### config.mk
export PLATFORM = sky130hd
export DESIGN_NAME = traffic_light_fsm
export DESIGN_NICKNAME = d
export VERILOG_FILES = /design/src/rtl/traffic_light_fsm.sv
export SDC_FILE = /design/constraint.sdc
export NUM_CORES = 1
export LEC_CHECK = 0
export CELL_PAD_IN_SITES_DETAIL_PLACEMENT = 1
export CELL_PAD_IN_SITES_GLOBAL_PLACEMENT = 2
export CORE_MARGIN = 5
export CORE_UTILIZATION = 31
export DETAILED_ROUTE_END_ITERATION = 12
export PLACE_DENSITY = 0.85
export SYNTH_ARGS = -nofsm -noshare
export SYNTH_HDL_FRONTEND = slang
export SYNTH_SLANG_ARGS = --single-unit
### constraint.sdc
create_clock -name clk_in -period 2.85 [get_ports clk_in]
set_clock_uncertainty 0.1 [all_clocks]
set_input_delay 0.57 -clock clk_in [delete_from_list [all_inputs] [get_ports clk_in]]
set_output_delay 0.57 -clock clk_in [all_outputs]
set_load 0.005 [all_outputs]
### src/rtl/traffic_light_fsm.sv
// Two-road traffic light controller: sensor-actuated greens, timed yellow
// and all-red clearance, all timing counted in upstream tick pulses.
module traffic_light_fsm #(
    parameter int unsigned GREEN_MIN = 5,
    parameter int unsigned GREEN_MAX = 15,
    parameter int unsigned YELLOW_T  = 3,
    parameter int unsigned ALLRED_T  = 1
) (
    input  logic       clk_in,
    input  logic       rst_n,
    input  logic       tick,
    input  logic       sensor_a,
    input  logic       sensor_b,
    output logic [2:0] la,
    output logic [2:0] lb,
    output logic [2:0] phase,
    output logic       phase_change
);

    localparam int unsigned CNT_W = 8;

    localparam logic [CNT_W-1:0] GMIN = CNT_W'(GREEN_MIN);
    localparam logic [CNT_W-1:0] GMAX = CNT_W'(GREEN_MAX);
    localparam logic [CNT_W-1:0] YLW  = CNT_W'(YELLOW_T);
    localparam logic [CNT_W-1:0] ARD  = CNT_W'(ALLRED_T);

    localparam logic [2:0] LAMP_RED = 3'b100;
    localparam logic [2:0] LAMP_YEL = 3'b010;
    localparam logic [2:0] LAMP_GRN = 3'b001;

    typedef enum logic [2:0] {
        A_GREEN  = 3'd0,
        A_YELLOW = 3'd1,
        ALLRED_A = 3'd2,
        B_GREEN  = 3'd3,
        B_YELLOW = 3'd4,
        ALLRED_B = 3'd5
    } state_e;

    state_e           state_q, state_d;
    state_e           target_c;
    logic [CNT_W-1:0] tcnt_q, tcnt_d;
    logic [CNT_W-1:0] n_c;
    logic             pc_q, pc_d;
    logic             exit_c;
    logic             illegal_c;

    // Tick count including the current tick; bounded by GREEN_MAX so never wraps.
    always_comb n_c = tcnt_q + CNT_W'(1);

    // Per-state exit condition (assuming a tick) and successor state.
    always_comb begin
        exit_c    = 1'b0;
        illegal_c = 1'b0;
        target_c  = state_q;
        case (state_q)
            A_GREEN: begin
                exit_c   = ((n_c >= GMIN) && sensor_b) || (n_c == GMAX);
                target_c = A_YELLOW;
            end
            A_YELLOW: begin
                exit_c   = (n_c == YLW);
                target_c = ALLRED_A;
            end
            ALLRED_A: begin
                exit_c   = (n_c == ARD);
                target_c = B_GREEN;
            end
            B_GREEN: begin
                exit_c   = ((n_c >= GMIN) && sensor_a) || (n_c == GMAX);
                target_c = B_YELLOW;
            end
            B_YELLOW: begin
                exit_c   = (n_c == YLW);
                target_c = ALLRED_B;
            end
            ALLRED_B: begin
                exit_c   = (n_c == ARD);
                target_c = A_GREEN;
            end
            default: begin
                illegal_c = 1'b1;
                target_c  = ALLRED_B;
            end
        endcase
    end

    // Next-state: illegal codes recover immediately; otherwise advance only on tick.
    always_comb begin
        state_d = state_q;
        tcnt_d  = tcnt_q;
        pc_d    = 1'b0;
        if (illegal_c) begin
            state_d = ALLRED_B;
            tcnt_d  = '0;
            pc_d    = 1'b1;
        end else if (tick) begin
            if (exit_c) begin
                state_d = target_c;
                tcnt_d  = '0;
                pc_d    = 1'b1;
            end else begin
                tcnt_d  = n_c;
            end
        end
    end

    // State, dwell counter and transition pulse registers with synchronous reset.
    always_ff @(posedge clk_in) begin
        if (!rst_n) begin
            state_q <= ALLRED_B;
            tcnt_q  <= '0;
            pc_q    <= 1'b0;
        end else begin
            state_q <= state_d;
            tcnt_q  <= tcnt_d;
            pc_q    <= pc_d;
        end
    end

    // Moore lamp decode; anything not explicitly green/yellow shows red.
    always_comb begin
        la = LAMP_RED;
        lb = LAMP_RED;
        case (state_q)
            A_GREEN:  la = LAMP_GRN;
            A_YELLOW: la = LAMP_YEL;
            B_GREEN:  lb = LAMP_GRN;
            B_YELLOW: lb = LAMP_YEL;
            default: begin
                la = LAMP_RED;
                lb = LAMP_RED;
            end
        endcase
    end

    assign phase        = state_q;
    assign phase_change = pc_q;

endmodule

Word level (Yosys, flattened, before mapping):

Index checks and enable logic that the tools add are counted.

* bits in registers: 12
* output and inout bits: 10
* logic and storage cells: 31

* equality and inequality tests: 8
* multiplexer cells: 8
* $lt $le $gt $ge: 1
* $add $sub $neg: 1
* reductions and logical operators: 10

Operators with widths (number)
* $pmux W3 S5: 1
* $pmux W3 S2: 2
* $add A8 B1 Y8 const B: 1
* $eq A8 B1 Y1 const B: 1
* $eq A8 B2 Y1 const B: 1
* $eq A8 B4 Y1 const B: 1
* $ge A8 B3 Y1 const B: 1
* $mux W8: 1
* $eq A3 B2 Y1 const B: 2
* $eq A3 B3 Y1 const B: 2
* $reduce_or A6 Y1: 1
* $pmux W1 S4: 1
* $reduce_and A2 Y1: 2
* $reduce_or A2 Y1: 2
* $eq A3 B1 Y1 const B: 1
* $logic_not A3 Y1: 1
* $mux W1: 3
* $logic_and A1 B1 Y1: 2
* $logic_or A1 B1 Y1: 2

Logic depth before layout (Yosys ltp):

Gate-level depths: netlist of the first run.

* depth in word-level cells: 8
* mapped depth: 8
* mapped depth without buffers: 8

Least setup slack after synthesis of the first run:

Ideal clock, no wire load.

* path type: reg-to-reg
* start: register tcnt_q[0]
* end: register with a tool-made name
* path buffers: 0
* library setup time: 0.072 ns
* clock period less this slack: 2.383 ns
* data required time: 2.678 ns
* cell stages (with the launch flop): 9
* arrival: 2.212 ns
* setup slack: 0.467 ns
* cells stage by stage: dfxtp_1 -> inv_1 -> ha_1 -> nor4b_2 -> a221oi_1 -> o221a_2 -> a221oi_4 -> and3_4 -> mux2i_1

RTL lines
* start, declared: RTL line 42 `logic [CNT_W-1:0] tcnt_q, tcnt_d;`
* start signal, assigned: RTL line 116 `tcnt_q <= tcnt_d;`

Final worst setup path of the first run:

* start: input sensor_b
* end: register state_q[1], in the netlist phase[1]

* cells in the longest elaborated chain, start to end: 4

RTL lines
* start, declared: RTL line 13 `input logic sensor_b,`
* $logic_and A1 B1 Y1: RTL line 58 `exit_c = ((n_c >= GMIN) && sensor_b) || (n_c == GMAX);`
* $logic_or A1 B1 Y1: RTL line 58
* $pmux W1 S4: RTL line 56 `case (state_q)`
* $reduce_and A2 Y1 (no source line)
* end signal, assigned: RTL line 115 `state_q <= state_d;`
* end, declared: RTL line 40 `state_e state_q, state_d;`

Every way passes these cells.
A chain may end at the register's enable or synchronous reset.

==> impl_metrics.json, run 1 <==
{
  "outcome": "finished, final reports clean",
  "coreArea_mm2": 0.002781,
  "drt_iter0_drc": 21,
  "maxSlewHeadroom_pct": 65.21,
  "syn-cell-area_um2": 902.1,
  "htree_levels": 1,
  "fin_area_mm2": 0.001109,
  "hpwl_mm": 1.744,
  "layout-drive-gt1-share_pct": 13.22,
  "post_cts.repair.setup_buffers": 0,
  "cp-end-kind": "flop",
  "clk_root_buffer_cell": "clkbuf_4",
  "nets": 131,
  "cts_made_buffers": 3,
  "antenna_found_initial": 0,
  "synth_cells": 104,
  "p_per_area_mw_per_mm2": 906.0,
  "rsz0062_at_grt": "no",
  "initial_core_util_pct": 32.43,
  "grt_max_degree": 15,
  "required_ns": 2.97,
  "tns_ns": 0,
  "switching_share_pct": 39.42,
  "holdBufCountCts": 0,
  "p_sw_uw": 395.9,
  "fillCellCount": 338,
  "synth_cell_type_count": 41,
  "totalWireLength_mm": 2.260,
  "diodes": 0,
  "num_rows": 19,
  "ios": 15,
  "crit_type": "in2reg",
  "worst-path-max-fanout": 6,
  "critPathLaunchType": "primary input",
  "clk_latency_ns": 0.29,
  "pwr-share-seq_pct": 26.1,
  "syn_nets": 113,
  "final.min_clock_period_ns": 2.489,
  "cts_tree": "done",
  "avgSynthCellArea_um2": 8.674,
  "async_flop_share_pct": 0,
  "ir_drop_uv": 402.4,
  "port-buffer-count": 14,
  "ctsResizeCount": 0,
  "synth_ff_type": "dfxtp_1",
  "drc": 0,
  "cts_sinks": 12,
  "rrSetupSlack_ns": 0.37,
  "cts_buffer_depth": 2,
  "dieArea_mm2": 0.004089,
  "grt_use_total_pct": 11.58,
  "grt_overflow_total": 0,
  "ys_ff_latch": 12,
  "viasPerCell": 5.355,
  "synth-edff-count": 0,
  "grt_first_pass_wirelength_mm": 3.726,
  "grt_pass1_vias": 799,
  "total_power_uw": 1004,
  "ys_seq_area_share_pct": 26.63,
  "hp-class": "reg2reg",
  "wl_per_cell_um": 14.87,
  "route.vias.total": 814,
  "final_hold_viol_count": 0,
  "clkTransAtPathRegs_ns": 0.08,
  "slew_violations": 0,
  "pwr-share-comb_pct": 60.0,
  "tightest_slew_ns": 0.5187,
  "die_w_um": 63.95,
  "dr.pass1.iters": 4,
  "worstPathArrival_ns": 2.61,
  "p_leak_uw": 0.0004050,
  "synth_warnings": 0,
  "max_freq_mhz": 401.8,
  "setup_viol": 0,
  "syn_to_final_growth_pct": 22.88,
  "period_share_pct": 87.32,
  "antenna_left": 0,
  "place_area_mm2": 0.001072,
  "p_int_uw": 608.4,
  "p_clk_share_pct": 13.9,
  "cap_violations": 0,
  "gp_congestion": 0.7047,
  "die_h_um": 63.95
}
-- power groups by stage --
stage / combinational (µW) / sequential [µW] / clock [µW]
5_1_grt: 664 / 270 / 151
3_3_place_gp: 583 / 262 / 0
3_5_place_dp: 608 / 267 / 0
6_report: 602 / 262 / 140
4_1_cts: 610 / 262 / 144
2_1_floorplan: 444 / 238 / 0
-- through the flow --
step / setup WS (ns) / hold slack (ns) / instances / utilization [%]
after floorplan: 0.4666 / 0.4113 / 104 / -
after global placement: 0.1502 / 0.3854 / 148 / 38.55
after detailed placement: 0.07316 / 0.4123 / 148 / 38.55
after CTS: 0.3485 / 0.4251 / 152 / 39.86
after global routing: 0.1918 / 0.4458 / 152 / 39.86
final: 0.3612 / 0.4206 / 152 / 39.86
-- cell usage in the layout (no fill, tap or decap), drive strengths merged, types with 5 or more instances in the layout --
| cell | synthesis | layout |
|---|---|---|
| nand2 | 7 | 7 |
| xor2 | 6 | 6 |
| nor2b | 5 | 5 |
| nor2 | 7 | 7 |
| nor3 | 6 | 6 |
| nand3 | 6 | 6 |
| dfxtp | 12 | 12 |
| clkdlybuf4s50 | 0 | 14 |
-- area by class of cell --
cell class / instances / area [µm²] / share of cell area [%]
Clock buffer: 4 / 36.28 / 3.273
Inverter: 3 / 11.26 / 1.016
Multi-Input combinational cell: 85 / 619.3 / 55.87
Sequential cell: 12 / 240.2 / 21.67
Tap cell: 31 / 38.79 / 3.499
Timing Repair Buffer: 17 / 162.7 / 14.67
-- sequential cells by signal (all words and copies together), names as in the netlist, named ones only --
name / count
tcnt_q: 8
phase_change: 1
phase: 2
-- metal layers --
metal | up-vias | GRT usage (%) | wire length [µm]
met3 | 5 | 2.102 | 97
li1 | 407 | - | -
met1 | 389 | 13.07 | 971
met5 | - | 0 | 0
met4 | 0 | 7.013 | 52
met2 | 13 | 19.97 | 1138
-- logic make-up (layout without fill, tap and decap cells) --
logic type | count (synthesis) | count (layout) | share of synthesized area, %
mux | 4 | 4 | 4.438
fa+ha+maj | 4 | 4 | 5.548
simple gates | 49 | 49 | 31.49
xor+xnor | 9 | 9 | 8.738
compound gates | 19 | 19 | 18.45
buf+inv | 7 | 24 | 4.714
flops | 12 | 12 | 26.63
-- critical path: stages --
cell             delay, ns
clkdlybuf4s50_1       0.48
or3b_4                0.39
a21oi_2               0.17
o21ba_2               0.19
a221oi_4              0.36
and3_4                0.27
mux2i_1               0.17
-- synthesized netlist by cell type (all sizes together) (2+ instances only) --
cell type	instances	area share [%]
and3	2	1.9
nand4	2	1.4
a221oi	2	3.9
nand3	6	3.3
xor2	6	5.8
xnor2	3	2.9
nor2b	5	3.5
mux2i	4	4.4
o22ai	2	1.4
nand2b	3	2.1
a21oi	3	2.1
nor3	6	3.3
nand2	7	2.9
ha	4	5.5
nor2	7	2.9
and4	2	1.9
a21o	2	1.7
inv	3	1.2
buf	3	3.1
dfxtp	12	27
and2	4	2.8
-- worst paths after layout --
kind | startpoint | end | cells past startpoint
max | sensor_b | phase[1] | 7
min | tcnt_q[1] | tcnt_q[1] | 2
max reg2reg | tcnt_q[0] | phase[1] | 8
min reg2reg | tcnt_q[1] | tcnt_q[1] | 2
No activity file was read; power rests on OpenSTA's default activity.
==> run 2: changes to the inputs <==
CORE_MARGIN = unset   (was 5)
CORE_UTILIZATION = 36   (was 31)
DONT_BUFFER_PORTS = 1   (was unset)
PLACE_DENSITY = 0.82   (was 0.85)
REMOVE_ABC_BUFFERS = 1   (was unset)
==> run 2 against run 1 <==
  * Clock power decreased by 4%
  * Critical path depth is 1 higher
  * Routed wire length shrank 13%
  * Combinational power down 22%
  * Sequential share of layout area grew 3.7 points
  * Fmax fell by 3.3%
  * Global-route usage rose by 6.8 points
  * Utilization grew 1.5 points
  * Total power down 12%
  * Sequential power grew 6%
  * Sequential cell count did not move
  * Cell count down 13%
==> impl_metrics.json, run 2 (synthesis results as in run 1) <==
{
  "cts_tree": "done",
  "p_leak_uw": 0.0003406,
  "max_freq_mhz": 388.4,
  "clk_root_buffer_cell": "clkbuf_4",
  "nets": 115,
  "cap_violations": 0,
  "largest_reg_flops": 8,
  "wl_per_cell_um": 14.76,
  "hpwl_mm": 1.519,
  "die_w_um": 52.06,
  "required_ns": 2.95,
  "setup_viol": 0,
  "rrSetupSlack_ns": 0.28,
  "whs_path_depth": 1,
  "worstPathArrival_ns": 2.68,
  "grt_pass1_vias": 756,
  "antenna_left": 0,
  "cts_made_buffers": 3,
  "rsz0062_at_grt": "no",
  "coreArea_mm2": 0.002297,
  "ir_drop_uv": 433.4,
  "final_hold_viol_count": 0,
  "grt_use_total_pct": 18.41,
  "grt_overflow_total": 0,
  "final.min_clock_period_ns": 2.575,
  "hp-start": "tick",
  "r2r-end": "phase[1]",
  "min_to": "tcnt_q[1]",
  "clk_latency_ns": 0.27,
  "ios": 15,
  "clkTransAtPathRegs_ns": 0.08,
  "cts_sinks": 12,
  "reg2regPathDepth": 8,
  "hp-class": "in2reg",
  "regToRegStartpoint": "tcnt_q[1]",
  "worst-path-max-fanout": 8,
  "layout-drive-gt1-share_pct": 14.29,
  "dr.pass1.iters": 4,
  "die_h_um": 52.06,
  "grt_max_degree": 15,
  "grt_first_pass_wirelength_mm": 3.636,
  "syn_to_final_growth_pct": 5.409,
  "dieArea_mm2": 0.002710,
  "outcome": "finished, final reports clean",
  "diodes": 0,
  "slew_violations": 0,
  "viasPerCell": 5.474,
  "p_per_area_mw_per_mm2": 925.3,
  "tns_ns": 0,
  "antenna_found_initial": 0,
  "port-buffer-count": 0,
  "final_common_cell": "dfxtp_1",
  "crit_type": "reg2reg",
  "totalWireLength_mm": 1.963,
  "tightest_slew_ns": 0.5351,
  "total_power_uw": 879.8,
  "drt_iter0_drc": 5,
  "period_share_pct": 90.34,
  "holdBufCountCts": 0,
  "num_rows": 17,
  "maxSlewHeadroom_pct": 64.11,
  "cp-end-kind": "flop",
  "mostFrequentLayoutCells": "11 x dfxtp_1, 7 x nor2_1, 7 x nand2_1",
  "critPathLaunchType": "flop",
  "drc": 0,
  "htree_levels": 1,
  "cts_buffer_depth": 2,
  "fillCellCount": 281,
  "initial_core_util_pct": 39.27,
  "gp_congestion": 0.6980,
  "route.vias.total": 728,
  "post_cts.repair.setup_buffers": 0,
  "regMostFlops": "tcnt_q"
}
[run 2: changes by cell type in the layout (fill, tap and decap cells not counted), sizes merged]
cell	delta
clkdlybuf4s50	-14
buf	-2
[run 2: worst max-delay path, cell delays in order (launching register included)]
cell,delay [ns]
dfxtp_1,0.48
inv_1,0.10
ha_1,0.34
nor4b_2,0.22
a221oi_1,0.09
o221a_2,0.32
a221oi_4,0.40
and3_4,0.27
mux2i_1,0.19
[run 2: area by class of cell]
class / instances / area (µm²) / share of cell area, %
Clock buffer: 4 / 36.28 / 3.816
Inverter: 3 / 11.26 / 1.184
Multi-Input combinational cell: 85 / 619.3 / 65.13
Sequential cell: 12 / 241.5 / 25.39
Tap cell: 28 / 35.03 / 3.684
Timing Repair Buffer: 1 / 7.507 / 0.7895
[run 2: worst max path at each step]
stage | end | cells after the start | start | slack (ns)
after floorplan | flop | 8 | tcnt_q[0] | 0.47
after global placement | phase[1] | 8 | tcnt_q[0] | 0.32
after detailed placement | phase[1] | 8 | tcnt_q[0] | 0.24
after CTS | phase[1] | 8 | tcnt_q[0] | 0.21
after global routing | phase[1] | 8 | tcnt_q[1] | 0.06
final | phase[1] | 8 | tcnt_q[1] | 0.28
[run 2: per-layer routing]
metal  track usage [%]  part of all wire [%]
met1             23.85                    49
met2             29.27                    49
met3             3.509                   1.9
met4             8.108                  0.56
met5                 0                     0
[run 2: per-stage QoR]
step	cell area, µm²	std cells	worst slack, ns	hold WS, ns	util (%)
6_report	950.9	133	0.2753	0.3155	41.39
5_1_grt	950.9	133	0.06462	0.3032	41.39
4_1_cts	949.7	133	0.2148	0.3083	41.34
3_5_place_dp	913.4	129	0.2379	0.4547	39.76
3_3_place_gp	913.4	129	0.3167	0.4529	39.76
2_1_floorplan	870.8	100	0.4658	0.4102	-
[run 2: repair_timing]
action | 4_1_cts | 5_1_grt
hold endpoints to repair | 0 | 0
endpoints found under the setup margin | 0 | 1
resized for setup | 0 | 1
[run 2: where the power goes]
| part | leakage (µW) | switching [µW] | internal [µW] |
|---|---|---|---|
| logic | 0.000222 | 229 | 237 |
| clock network | 0.0000210 | 56.2 | 77.6 |
| registers | 0.0000977 | 76.0 | 203 |
| total | 0.000341 | 362 | 518 |
